[src/rtl/conv_window_fetch_if.sv]
// Feature-RAM read port and MAC-side tap stream of conv_window_fetch.
// The fetch unit is the master and the RAM/MAC side is the slave.
interface conv_window_fetch_if #(
    parameter int DATA_WIDTH = 8,
    parameter int CHANNELS   = 1,
    parameter int ADDR_WIDTH = 16
);
    logic                           mem_rd_en;
    logic [ADDR_WIDTH-1:0]          mem_addr;
    logic [DATA_WIDTH*CHANNELS-1:0] mem_rd_data;
    logic                           pix_valid;
    logic                           pix_ready;
    logic [DATA_WIDTH*CHANNELS-1:0] pix_data;
    logic                           pix_padded;
    logic                           pix_win_last;
    logic                           pix_frame_last;

    modport master (
        output mem_rd_en, mem_addr,
        input  mem_rd_data,
        output pix_valid, pix_data, pix_padded, pix_win_last, pix_frame_last,
        input  pix_ready
    );

    modport slave (
        input  mem_rd_en, mem_addr,
        output mem_rd_data,
        input  pix_valid, pix_data, pix_padded, pix_win_last, pix_frame_last,
        output pix_ready
    );
endinterface

[src/rtl/conv_window_fetch.sv]
// Convolution window fetcher: validates a config, derives the output size by
// repeated subtraction, then streams every kernel tap (RAM word or padding).
module conv_window_fetch #(
    parameter int                    COORD_WIDTH = 16,
    parameter int                    DATA_WIDTH  = 8,
    parameter int                    CHANNELS    = 1,
    parameter int                    ADDR_WIDTH  = 16,
    parameter logic [DATA_WIDTH-1:0] PAD_VALUE   = '0
) (
    input  logic                   clk,
    input  logic                   rst,
    input  logic                   start,
    input  logic [COORD_WIDTH-1:0] cfg_in_height,
    input  logic [COORD_WIDTH-1:0] cfg_in_width,
    input  logic [COORD_WIDTH-1:0] cfg_kernel,
    input  logic [COORD_WIDTH-1:0] cfg_stride,
    input  logic [COORD_WIDTH-1:0] cfg_padding,
    output logic                   busy,
    output logic                   done,
    output logic                   cfg_error,
    output logic [COORD_WIDTH-1:0] out_height,
    output logic [COORD_WIDTH-1:0] out_width,
    conv_window_fetch_if.master    bus
);
    localparam int CW    = COORD_WIDTH;
    localparam int LIN_W = 2 * COORD_WIDTH;

    typedef enum logic [2:0] {IDLE, CHECK, SETUP, RUN, DRAIN} state_t;
    state_t state, state_next;

    logic [CW-1:0]        h, w, k, s, p;
    logic [CW+1:0]        span_h, span_w, rem_h, rem_w, s_ext;
    logic [CW-1:0]        q_h, q_w;
    logic                 cfg_bad, div_done;
    logic [CW-1:0]        oy, ox, ky, kx;
    logic signed [CW:0]   base_y, base_x, iy, ix, s_signed, neg_p;
    logic                 kx_last, ky_last, ox_last, oy_last;
    logic                 tap_in_range, tap_win_last, tap_frame_last;
    logic [LIN_W-1:0]     lin_addr;
    logic                 s1_valid, s1_padded, s1_win_last, s1_frame_last;
    logic                 s2_load, issue, last_accept, done_q;

    // Padded extents H+2P and W+2P carry two extra bits so they never wrap.
    assign span_h   = {2'b00, h} + {1'b0, p, 1'b0};
    assign span_w   = {2'b00, w} + {1'b0, p, 1'b0};
    assign s_ext    = {2'b00, s};
    assign cfg_bad  = (k == '0) || (s == '0) || ({2'b00, k} > span_h) || ({2'b00, k} > span_w);
    assign div_done = (rem_h < s_ext) && (rem_w < s_ext);

    assign s_signed = $signed({1'b0, s});
    assign neg_p    = -$signed({1'b0, p});
    assign iy       = base_y + $signed({1'b0, ky});
    assign ix       = base_x + $signed({1'b0, kx});

    assign kx_last        = (kx == k - 1'b1);
    assign ky_last        = (ky == k - 1'b1);
    assign ox_last        = (ox == out_width - 1'b1);
    assign oy_last        = (oy == out_height - 1'b1);
    assign tap_win_last   = kx_last && ky_last;
    assign tap_frame_last = tap_win_last && ox_last && oy_last;
    assign tap_in_range   = !iy[CW] && (iy[CW-1:0] < h) && !ix[CW] && (ix[CW-1:0] < w);

    assign lin_addr = LIN_W'(iy[CW-1:0]) * LIN_W'(w) + LIN_W'(ix[CW-1:0]);
    assign bus.mem_addr = ADDR_WIDTH'(lin_addr);

    // S2 refills whenever it is empty or being consumed; S1 refills behind it.
    assign s2_load     = s1_valid && (!bus.pix_valid || bus.pix_ready);
    assign issue       = (state == RUN) && (!s1_valid || s2_load);
    assign last_accept = bus.pix_valid && bus.pix_ready && bus.pix_frame_last;

    // NOTE: sequential state uses non-blocking assignments so every register samples pre-edge values.
    always_ff @(posedge clk or posedge rst) begin
        if (rst) state <= IDLE;
        else     state <= state_next;
    end

    always_comb begin
        // NOTE: default first so every path assigns and no latch is inferred.
        state_next = state;
        unique case (state)
            IDLE:    if (start) state_next = CHECK;
            CHECK:   state_next = cfg_bad ? IDLE : SETUP;
            SETUP:   if (div_done) state_next = RUN;
            RUN:     if (issue && tap_frame_last) state_next = DRAIN;
            DRAIN:   if (last_accept) state_next = IDLE;
            default: state_next = IDLE;
        endcase
    end

    always_comb begin
        busy          = (state == SETUP) || (state == RUN) || (state == DRAIN);
        cfg_error     = (state == CHECK) && cfg_bad;
        bus.mem_rd_en = issue && tap_in_range;
        done          = done_q;
    end

    always_ff @(posedge clk or posedge rst) begin
        if (rst) begin
            {h, w, k, s, p}        <= '0;
            {rem_h, rem_w}         <= '0;
            {q_h, q_w}             <= '0;
            {out_height, out_width} <= '0;
        end else begin
            if (state == IDLE && start) begin
                h <= cfg_in_height;
                w <= cfg_in_width;
                k <= cfg_kernel;
                s <= cfg_stride;
                p <= cfg_padding;
            end
            if (state == CHECK) begin
                rem_h <= span_h - {2'b00, k};
                rem_w <= span_w - {2'b00, k};
                q_h   <= '0;
                q_w   <= '0;
            end else if (state == SETUP) begin
                if (rem_h >= s_ext) begin rem_h <= rem_h - s_ext; q_h <= q_h + 1'b1; end
                if (rem_w >= s_ext) begin rem_w <= rem_w - s_ext; q_w <= q_w + 1'b1; end
                if (div_done) begin
                    out_height <= q_h + 1'b1;
                    out_width  <= q_w + 1'b1;
                end
            end
        end
    end

    // Scan counters: kx fastest, then ky, ox, oy; bases track oy*S-P and ox*S-P.
    always_ff @(posedge clk or posedge rst) begin
        if (rst) begin
            {oy, ox, ky, kx} <= '0;
            base_y <= '0;
            base_x <= '0;
        end else if (state == SETUP && div_done) begin
            {oy, ox, ky, kx} <= '0;
            base_y <= neg_p;
            base_x <= neg_p;
        end else if (issue) begin
            if (!kx_last) kx <= kx + 1'b1;
            else begin
                kx <= '0;
                if (!ky_last) ky <= ky + 1'b1;
                else begin
                    ky <= '0;
                    if (!ox_last) begin
                        ox     <= ox + 1'b1;
                        base_x <= base_x + s_signed;
                    end else begin
                        ox     <= '0;
                        base_x <= neg_p;
                        oy     <= oy + 1'b1;
                        base_y <= base_y + s_signed;
                    end
                end
            end
        end
    end

    always_ff @(posedge clk or posedge rst) begin
        if (rst) begin
            {s1_valid, s1_padded, s1_win_last, s1_frame_last} <= '0;
            bus.pix_valid      <= 1'b0;
            bus.pix_data       <= '0;
            bus.pix_padded     <= 1'b0;
            bus.pix_win_last   <= 1'b0;
            bus.pix_frame_last <= 1'b0;
            done_q             <= 1'b0;
        end else begin
            if (issue) begin
                s1_valid      <= 1'b1;
                s1_padded     <= !tap_in_range;
                s1_win_last   <= tap_win_last;
                s1_frame_last <= tap_frame_last;
            end else if (s2_load) begin
                s1_valid <= 1'b0;
            end

            if (s2_load) begin
                bus.pix_valid      <= 1'b1;
                bus.pix_data       <= s1_padded ? {CHANNELS{PAD_VALUE}} : bus.mem_rd_data;
                bus.pix_padded     <= s1_padded;
                bus.pix_win_last   <= s1_win_last;
                bus.pix_frame_last <= s1_frame_last;
            end else if (bus.pix_ready) begin
                bus.pix_valid <= 1'b0;
            end

            done_q <= (state == DRAIN) && last_accept;
        end
    end
endmodule

[src/flat_wrapper.sv]
// flat-port wrapper written by rule: the top's interface ports become plain ports
module conv_window_fetch_flat 
#(
    parameter int                    COORD_WIDTH = 16,
    parameter int                    DATA_WIDTH  = 8,
    parameter int                    CHANNELS    = 1,
    parameter int                    ADDR_WIDTH  = 16,
    parameter logic [DATA_WIDTH-1:0] PAD_VALUE   = '0
)
  (clk, rst, start, cfg_in_height, cfg_in_width, cfg_kernel, cfg_stride, cfg_padding, busy, done, cfg_error, out_height, out_width, bus_mem_rd_en, bus_mem_addr, bus_mem_rd_data, bus_pix_valid, bus_pix_data, bus_pix_padded, bus_pix_win_last, bus_pix_frame_last, bus_pix_ready);
  conv_window_fetch_if #(.DATA_WIDTH(DATA_WIDTH), .CHANNELS(CHANNELS), .ADDR_WIDTH(ADDR_WIDTH)) bus_i ();
  input  logic clk;
  input  logic rst;
  input  logic start;
  input  logic [COORD_WIDTH-1:0] cfg_in_height;
  input  logic [COORD_WIDTH-1:0] cfg_in_width;
  input  logic [COORD_WIDTH-1:0] cfg_kernel;
  input  logic [COORD_WIDTH-1:0] cfg_stride;
  input  logic [COORD_WIDTH-1:0] cfg_padding;
  output logic busy;
  output logic done;
  output logic cfg_error;
  output logic [COORD_WIDTH-1:0] out_height;
  output logic [COORD_WIDTH-1:0] out_width;
  output wire logic [$bits(bus_i.mem_rd_en)-1:0] bus_mem_rd_en;
  output wire logic [$bits(bus_i.mem_addr)-1:0] bus_mem_addr;
  input wire logic [$bits(bus_i.mem_rd_data)-1:0] bus_mem_rd_data;
  output wire logic [$bits(bus_i.pix_valid)-1:0] bus_pix_valid;
  output wire logic [$bits(bus_i.pix_data)-1:0] bus_pix_data;
  output wire logic [$bits(bus_i.pix_padded)-1:0] bus_pix_padded;
  output wire logic [$bits(bus_i.pix_win_last)-1:0] bus_pix_win_last;
  output wire logic [$bits(bus_i.pix_frame_last)-1:0] bus_pix_frame_last;
  input wire logic [$bits(bus_i.pix_ready)-1:0] bus_pix_ready;
  assign bus_mem_rd_en = bus_i.mem_rd_en;
  assign bus_mem_addr = bus_i.mem_addr;
  assign bus_i.mem_rd_data = bus_mem_rd_data;
  assign bus_pix_valid = bus_i.pix_valid;
  assign bus_pix_data = bus_i.pix_data;
  assign bus_pix_padded = bus_i.pix_padded;
  assign bus_pix_win_last = bus_i.pix_win_last;
  assign bus_pix_frame_last = bus_i.pix_frame_last;
  assign bus_i.pix_ready = bus_pix_ready;
  conv_window_fetch #(.COORD_WIDTH(COORD_WIDTH), .DATA_WIDTH(DATA_WIDTH), .CHANNELS(CHANNELS), .ADDR_WIDTH(ADDR_WIDTH), .PAD_VALUE(PAD_VALUE)) u_core (.clk(clk), .rst(rst), .start(start), .cfg_in_height(cfg_in_height), .cfg_in_width(cfg_in_width), .cfg_kernel(cfg_kernel), .cfg_stride(cfg_stride), .cfg_padding(cfg_padding), .busy(busy), .done(done), .cfg_error(cfg_error), .out_height(out_height), .out_width(out_width), .bus(bus_i));
endmodule
[config.mk]
export PLATFORM = sky130hd
export DESIGN_NAME = conv_window_fetch_flat
export DESIGN_NICKNAME = d
export VERILOG_FILES = /design/src/rtl/conv_window_fetch_if.sv /design/src/rtl/conv_window_fetch.sv /design/src/flat_wrapper.sv
export SDC_FILE = /design/constraint.sdc
export NUM_CORES = 2
export LEC_CHECK = 0
export CORE_UTILIZATION = 55
export CTS_CLUSTER_DIAMETER = 100
export DETAILED_ROUTE_END_ITERATION = 10
export GPL_TIMING_DRIVEN = 0
export PLACE_DENSITY_LB_ADDON = 0.25
export SYNTH_ARGS = -nofsm -noshare
export SYNTH_HDL_FRONTEND = slang
export SYNTH_SLANG_ARGS = --single-unit
[constraint.sdc]
create_clock -name clk -period 18.03 [get_ports clk]
set_input_delay 2.7045 -clock clk [delete_from_list [all_inputs] [get_ports clk]]
set_output_delay 2.7045 -clock clk [all_outputs]
set_load 0.01 [all_outputs]
Yosys cells after proc, flatten, opt, wreduce, memory -nomap -nowiden:

Cells that the tools add are included.

* $add $sub $neg: 21
* multiply operators: 1
* order comparisons: 8
* equal/unequal tests: 12
* mux-type cells: 50
* bitwise operators: 1
* reductions and logical operators: 48

Operators by type and width (number)
* $mux W16: 23
* $mux W17: 10
* $mux W18: 6
* $add A16 B1 Y16 const B: 6
* $sub A18 B16 Y18: 4
* $add A17 B17 Y17: 4
* $eq A16 B16 Y1: 4
* $sub A16 B1 Y16 const B: 3
* $add A16 B17 Y18: 2
* $ge A18 B16 Y1: 2
* $gt A16 B18 Y1: 2
* $lt A18 B16 Y1: 2
* $logic_not A16 Y1: 2
* $lt A16 B16 Y1: 2
* $reduce_bool A2 Y1: 9
* $logic_and A1 B1 Y1: 17
* $neg A16 Y17: 1
* $add A16 B16 Y16: 1
* $mul A16 B16 Y16: 1
* $pmux W3 S5: 1
* $mux W3: 4
* $mux W8: 1
* $reduce_and A4 Y1: 2
* $logic_or A1 B1 Y1: 7
* 12 further kinds: 25

* bits in registers: 298
* input port bits: 92
* output and inout bits: 64

Longest topological paths before layout:

* depth after elaboration: 8
* depth in mapped cells: 31
* gate-level depth less buffers: 30

Worst setup path after synthesis:

Ideal clock, no wire load.

* path kind: flip-flop to output port
* from: reg u_core.ky[1]
* to: out bus_mem_addr[15]
* data arrival time: 7.673 ns
* path slack: 7.653 ns
* cell stages (with the launch flop): 30
* path buffers: 0
* cell sequence: dfrtp_1 ha_1 a211oi_1 o21bai_1 a2111oi_0 o311ai_0 a21o_1 a21o_1 a21oi_1 o21ai_0 xor2_1 and2_1 fa_1 inv_1 fa_1 fa_1 fa_1 fa_1 fa_1 xor2_1 xnor2_1 xnor2_1 xnor2_1 xnor2_1 xnor2_1 xnor3_1 xnor3_1 xnor2_1 xnor2_1 xnor2_1

* longest elaborated chain between the ends: 3

RTL lines
* start, declared: line conv_window_fetch.sv:35 `logic [CW-1:0] oy, ox, ky, kx;`
* start signal, assigned: line conv_window_fetch.sv:141 `if (!ky_last) ky <= ky + 1'b1;`
* $add A17 B17 Y17: line conv_window_fetch.sv:52 `assign iy = base_y + $signed({1'b0, ky});`
* $mul A16 B16 Y16: line conv_window_fetch.sv:63 `assign lin_addr = LIN_W'(iy[CW-1:0]) * LIN_W'(w) + LIN_W'(ix[CW-1:0]);`
* $add A16 B16 Y16: line conv_window_fetch.sv:63
* end, declared: line flat_wrapper.sv:26 `output wire logic [$bits(bus_i.mem_addr)-1:0] bus_mem_addr;`

No other way between the ends.

Final worst setup path:

Ends and elaborated chain as after synthesis.

==> metrics.md <==
| Metric | Value |
|---|---|
| Outcome | completed |
| Slew Viols, Final | 0 |
| Ports | around 160 |
| RePlAce Congestion | 1.031 |
| CP Max Fanout | 5 |
| Worst-skew pair later-pin latency | about 0.57 ns |
| Worst-margin pin slew | roughly 1.5 ns |
| CTS tree | yes |
| Drt first pass iters | 6 |
| Root buffer cell | clkbuf_16 |
| H-tree depth | 2 |
| Critical setup path kind | register to output pin |
| Die area | around 50000 um^2 |
| Nature of the critical path endpoint | output pin |
| Worst rel slew slack | roughly 1.5% |
| Die Y | between 200 and 250 um |
| Cell count after synthesis | around 3.2k |
| Post-synthesis sequential area ratio | between 20 and 30% |
| Core footprint | about 48000 um^2 |
| Syn nets | approximately 3.6k |
| Largest net degree at the start of global routing | 115 |
| Met1 Usage GRT | between 40 and 50% |
| GRT Util Overall | a little over a third |
| Req. time, crit path | between 15 and 20 ns |
| Tcrit/Tclk final | 73.19% |
| CP arrival | about 10 ns |
| Clk_skew | 0.02275 ns |
| Overflow after GRT | 0 |
| Width of the die | approximately 220 um |
| Area delta synth->final | 13.59% |
| GR Layer Usage met3 | 5.091% |
| Antenna diodes | 0 |
| Routed WL per cell | 21.70 um |
| #FFs+latches synth | about 300 |
| RSZ-0062 raised after global routing | false |
| # setup viols final | 0 |
| Antenna Nets Post-Route | 0 |
| Top cell by count, worst path | xnor2_1 |
| Post-synthesis cell type count | 79 |
| Total number of vias | between 20k and 25k |
| DPL Wire Length | around 69000 um |
| Max-cap check violation count | 0 |
| Nets | about 3.8k |
| Final instance area | between 30000 and 40000 um^2 |
| Number of synthesized flops with an enable pin | 0 |
| Hold Buf Count CTS | 0 |
| IO Port Bufs | ~160 |
| Critical path's slowest cell | xor2_1 |
| Final worst path period need | about 13 ns |
| Setup tns final | 0 ns |
| Vias in the first global route | around 23k |
| Synth Area per Inst | roughly 8.5 um^2 |
| Async set-reset flop share out of synthesis | 100.0% |
| Synth Warn # | 0 |
| Fin. Hold Viols | 0 |
| Layer with the highest usage | met2 |
| Clock transition at path regs | 0.06 ns |
| Fmax | about 76 MHz |
| Rows | 80 |
| Initial antenna violation count | 0 |
| Layout cells sized above 1 | under 10% |
| Post-Route WL | between 80000 and 90000 um |
| Routed vias/inst | between 6 and 7 |
| Met2 Resource Use GR | between 50% and 60% |
| HP Class | register to register |
| Initial Util | 55.93% |
| DRC Markers | 0 |
| Dpl cell area | ~30000 um^2 |
| CP peak stage delay | roughly 0.74 ns |
| Post-CTS Setup Bufs | 0 |
| CTS Buf Count | 37 |
| Post-CTS Resized | 0 |
| Main synth FF type | dfrtp_1 |
| Fillers | slightly above 4k |
| Clock Tree Buf Depth | 3 |
| Synthesized area | between 20000 and 30000 um^2 |
| Crit start category | register |
| CTS sink count | 298 |
| First-pass GRT wire length | around 130000 um |
| DRT iter0 DRCs | 2589 |
## area by class of cell
cell class | count | area (um^2) | area share [%]
plain buffers | 103 | 395.4 | 1.298
clock buffers | 48 | 1080 | 3.545
clock inverters | 16 | 180.2 | 0.5915
inverters | 284 | 1074 | 3.525
multi-input cells | 2468 | 17900 | 58.76
flip-flops and latches | 298 | 7457 | 24.48
well taps | 615 | 769.5 | 2.526
repair buffers | 157 | 1607 | 5.275
## placed cells by master, fill, tap and decap left out, drive strengths merged, types with 6 or more instances in the layout
master / n
nand2: 369
dfrtp: 298
inv: 288
o21ai: 284
ha: 250
nor2: 223
xnor2: 195
a21oi: 166
clkdlybuf4s50: 155
clkbuf: 141
xor2: 105
fa: 104
nor3: 69
nand2b: 66
nand3: 61
and2: 61
and3: 53
a21o: 51
a211oi: 31
nand4: 30
nor2b: 27
a31oi: 27
o21bai: 26
o21a: 25
mux2: 25
or3: 23
nor4: 20
mux2i: 19
a21boi: 16
o31ai: 16
nor3b: 15
buf: 12
o211ai: 10
xnor3: 9
or4: 9
o31a: 6
clkinv: 6
## flip-flops by register name, indices dropped and copies added, names as in the netlist, 3 cells and up
| signal | cells |
|---|---|
| u_core.base_x | 17 |
| u_core.base_y | 17 |
| u_core.bus.pix_data | 8 |
| u_core.h | 16 |
| u_core.k | 16 |
| u_core.kx | 16 |
| u_core.ky | 16 |
| u_core.out_height | 16 |
| u_core.out_width | 16 |
| u_core.ox | 16 |
| u_core.oy | 16 |
| u_core.p | 16 |
| u_core.q_h | 16 |
| u_core.q_w | 16 |
| u_core.rem_h | 18 |
| u_core.rem_w | 18 |
| u_core.s | 16 |
| u_core.state | 3 |
| u_core.w | 16 |
## Yosys cell counts (5+ instances only)
master     number  area, um^2
ha_1          250        3128
nor4_1         15       93.84
o31a_1          6       52.55
o21ai_0       281        1406
nand4_1        30       187.7
clkbuf_1       93       349.1
nor2b_1        27       168.9
o2111ai_1       5       43.79
nand2_1       368        1381
xnor2_1       195        1708
or3_1          23       143.9
and2_1         61       381.6
a211oi_1       31       232.7
o21a_1         25       187.7
mux2_2         25       281.5
o21bai_1       26       195.2
buf_1           8       30.03
inv_1         284        1066
nor3_1         68       340.3
nand3_1        61       305.3
mux2i_1        19       190.2
xor2_1        105       919.6
nor3b_1        15       112.6
a21boi_0       16       120.1
nand2b_1       66       412.9
o31ai_1        15       112.6
or4_1           7       52.55
a21oi_1       166       830.8
xnor3_1         9       202.7
and3_1         53       331.6
dfrtp_1       298        7457
fa_1          104        2082
a31oi_1        27       168.9
o211ai_1       10       75.07
a211o_1         5       43.79
nor2_1        223       837.1
a21o_1         51       382.9
a2111oi_0       5       43.79
## critical path: cells and delay by family, from the launching register on
| kind | cells | cell delay (ns) |
|---|---|---|
| fa+ha+maj | 7 | 3.20 |
| buf+inv | 2 | 0.67 |
| xor+xnor | 12 | 3.12 |
| compound gates | 8 | 2.23 |
| flops | 1 | 0.48 |
| simple gates | 1 | 0.24 |
## metrics by stage
step           cells  hold WS [ns]  worst slack, ns  utilization (%)
6_report        3989        0.4771            4.833            63.53
5_1_grt         3989        0.4968            4.456            63.53
4_1_cts         3989        0.4773            4.931            63.53
3_5_place_dp    3925        0.4612            5.575            60.90
3_3_place_gp    3923        0.4593            3.291            60.77
2_1_floorplan   3153        0.4431            7.093                -
## logic make-up after synthesis
group / Yosys count / synth area share, %
muxes: 44 / 1.759
xor gates and xnor gates: 309 / 10.55
and+or+nand+nor: 1052 / 19.17
adders and majority gates: 354 / 19.43
AOI/OAI and AO/OA: 709 / 15.83
DFF: 298 / 27.81
buffers and inverters: 387 / 5.450
## worst paths after layout
path / start / endpoint / slack [ns] / depth (start not counted)
setup / recovery: u_core.ky[1]$_DFFE_PP0P_ / bus_mem_addr[15] / 4.83 / 30
hold reg to reg: u_core.s1_frame_last$_DFFE_PP0P_ / u_core.s1_frame_last$_DFFE_PP0P_ / 0.48 / 2
max in group asynchronous: rst / u_core.h[10]$_DFFE_PP0P_ / 13.90 / 4
setup reg to reg: u_core.ky[1]$_DFFE_PP0P_ / u_core.s1_padded$_DFFE_PP0P_ / 11.26 / 19
hold / removal: u_core.s1_frame_last$_DFFE_PP0P_ / u_core.s1_frame_last$_DFFE_PP0P_ / 0.48 / 2
min in group asynchronous: rst / u_core.out_height[2]$_DFFE_PP0P_ / 2.61 / 2
## layer usage
metal  up-vias  share of wire [%]
met5         -                  0
met4         0                3.8
met3       204                8.9
met2      1125                 45
met1     11870                 42
li1      11170                  -
Power is left out: the tool's default activity adds up to more than one toggle a clock period on the data nets, which glitch-free logic cannot reach.
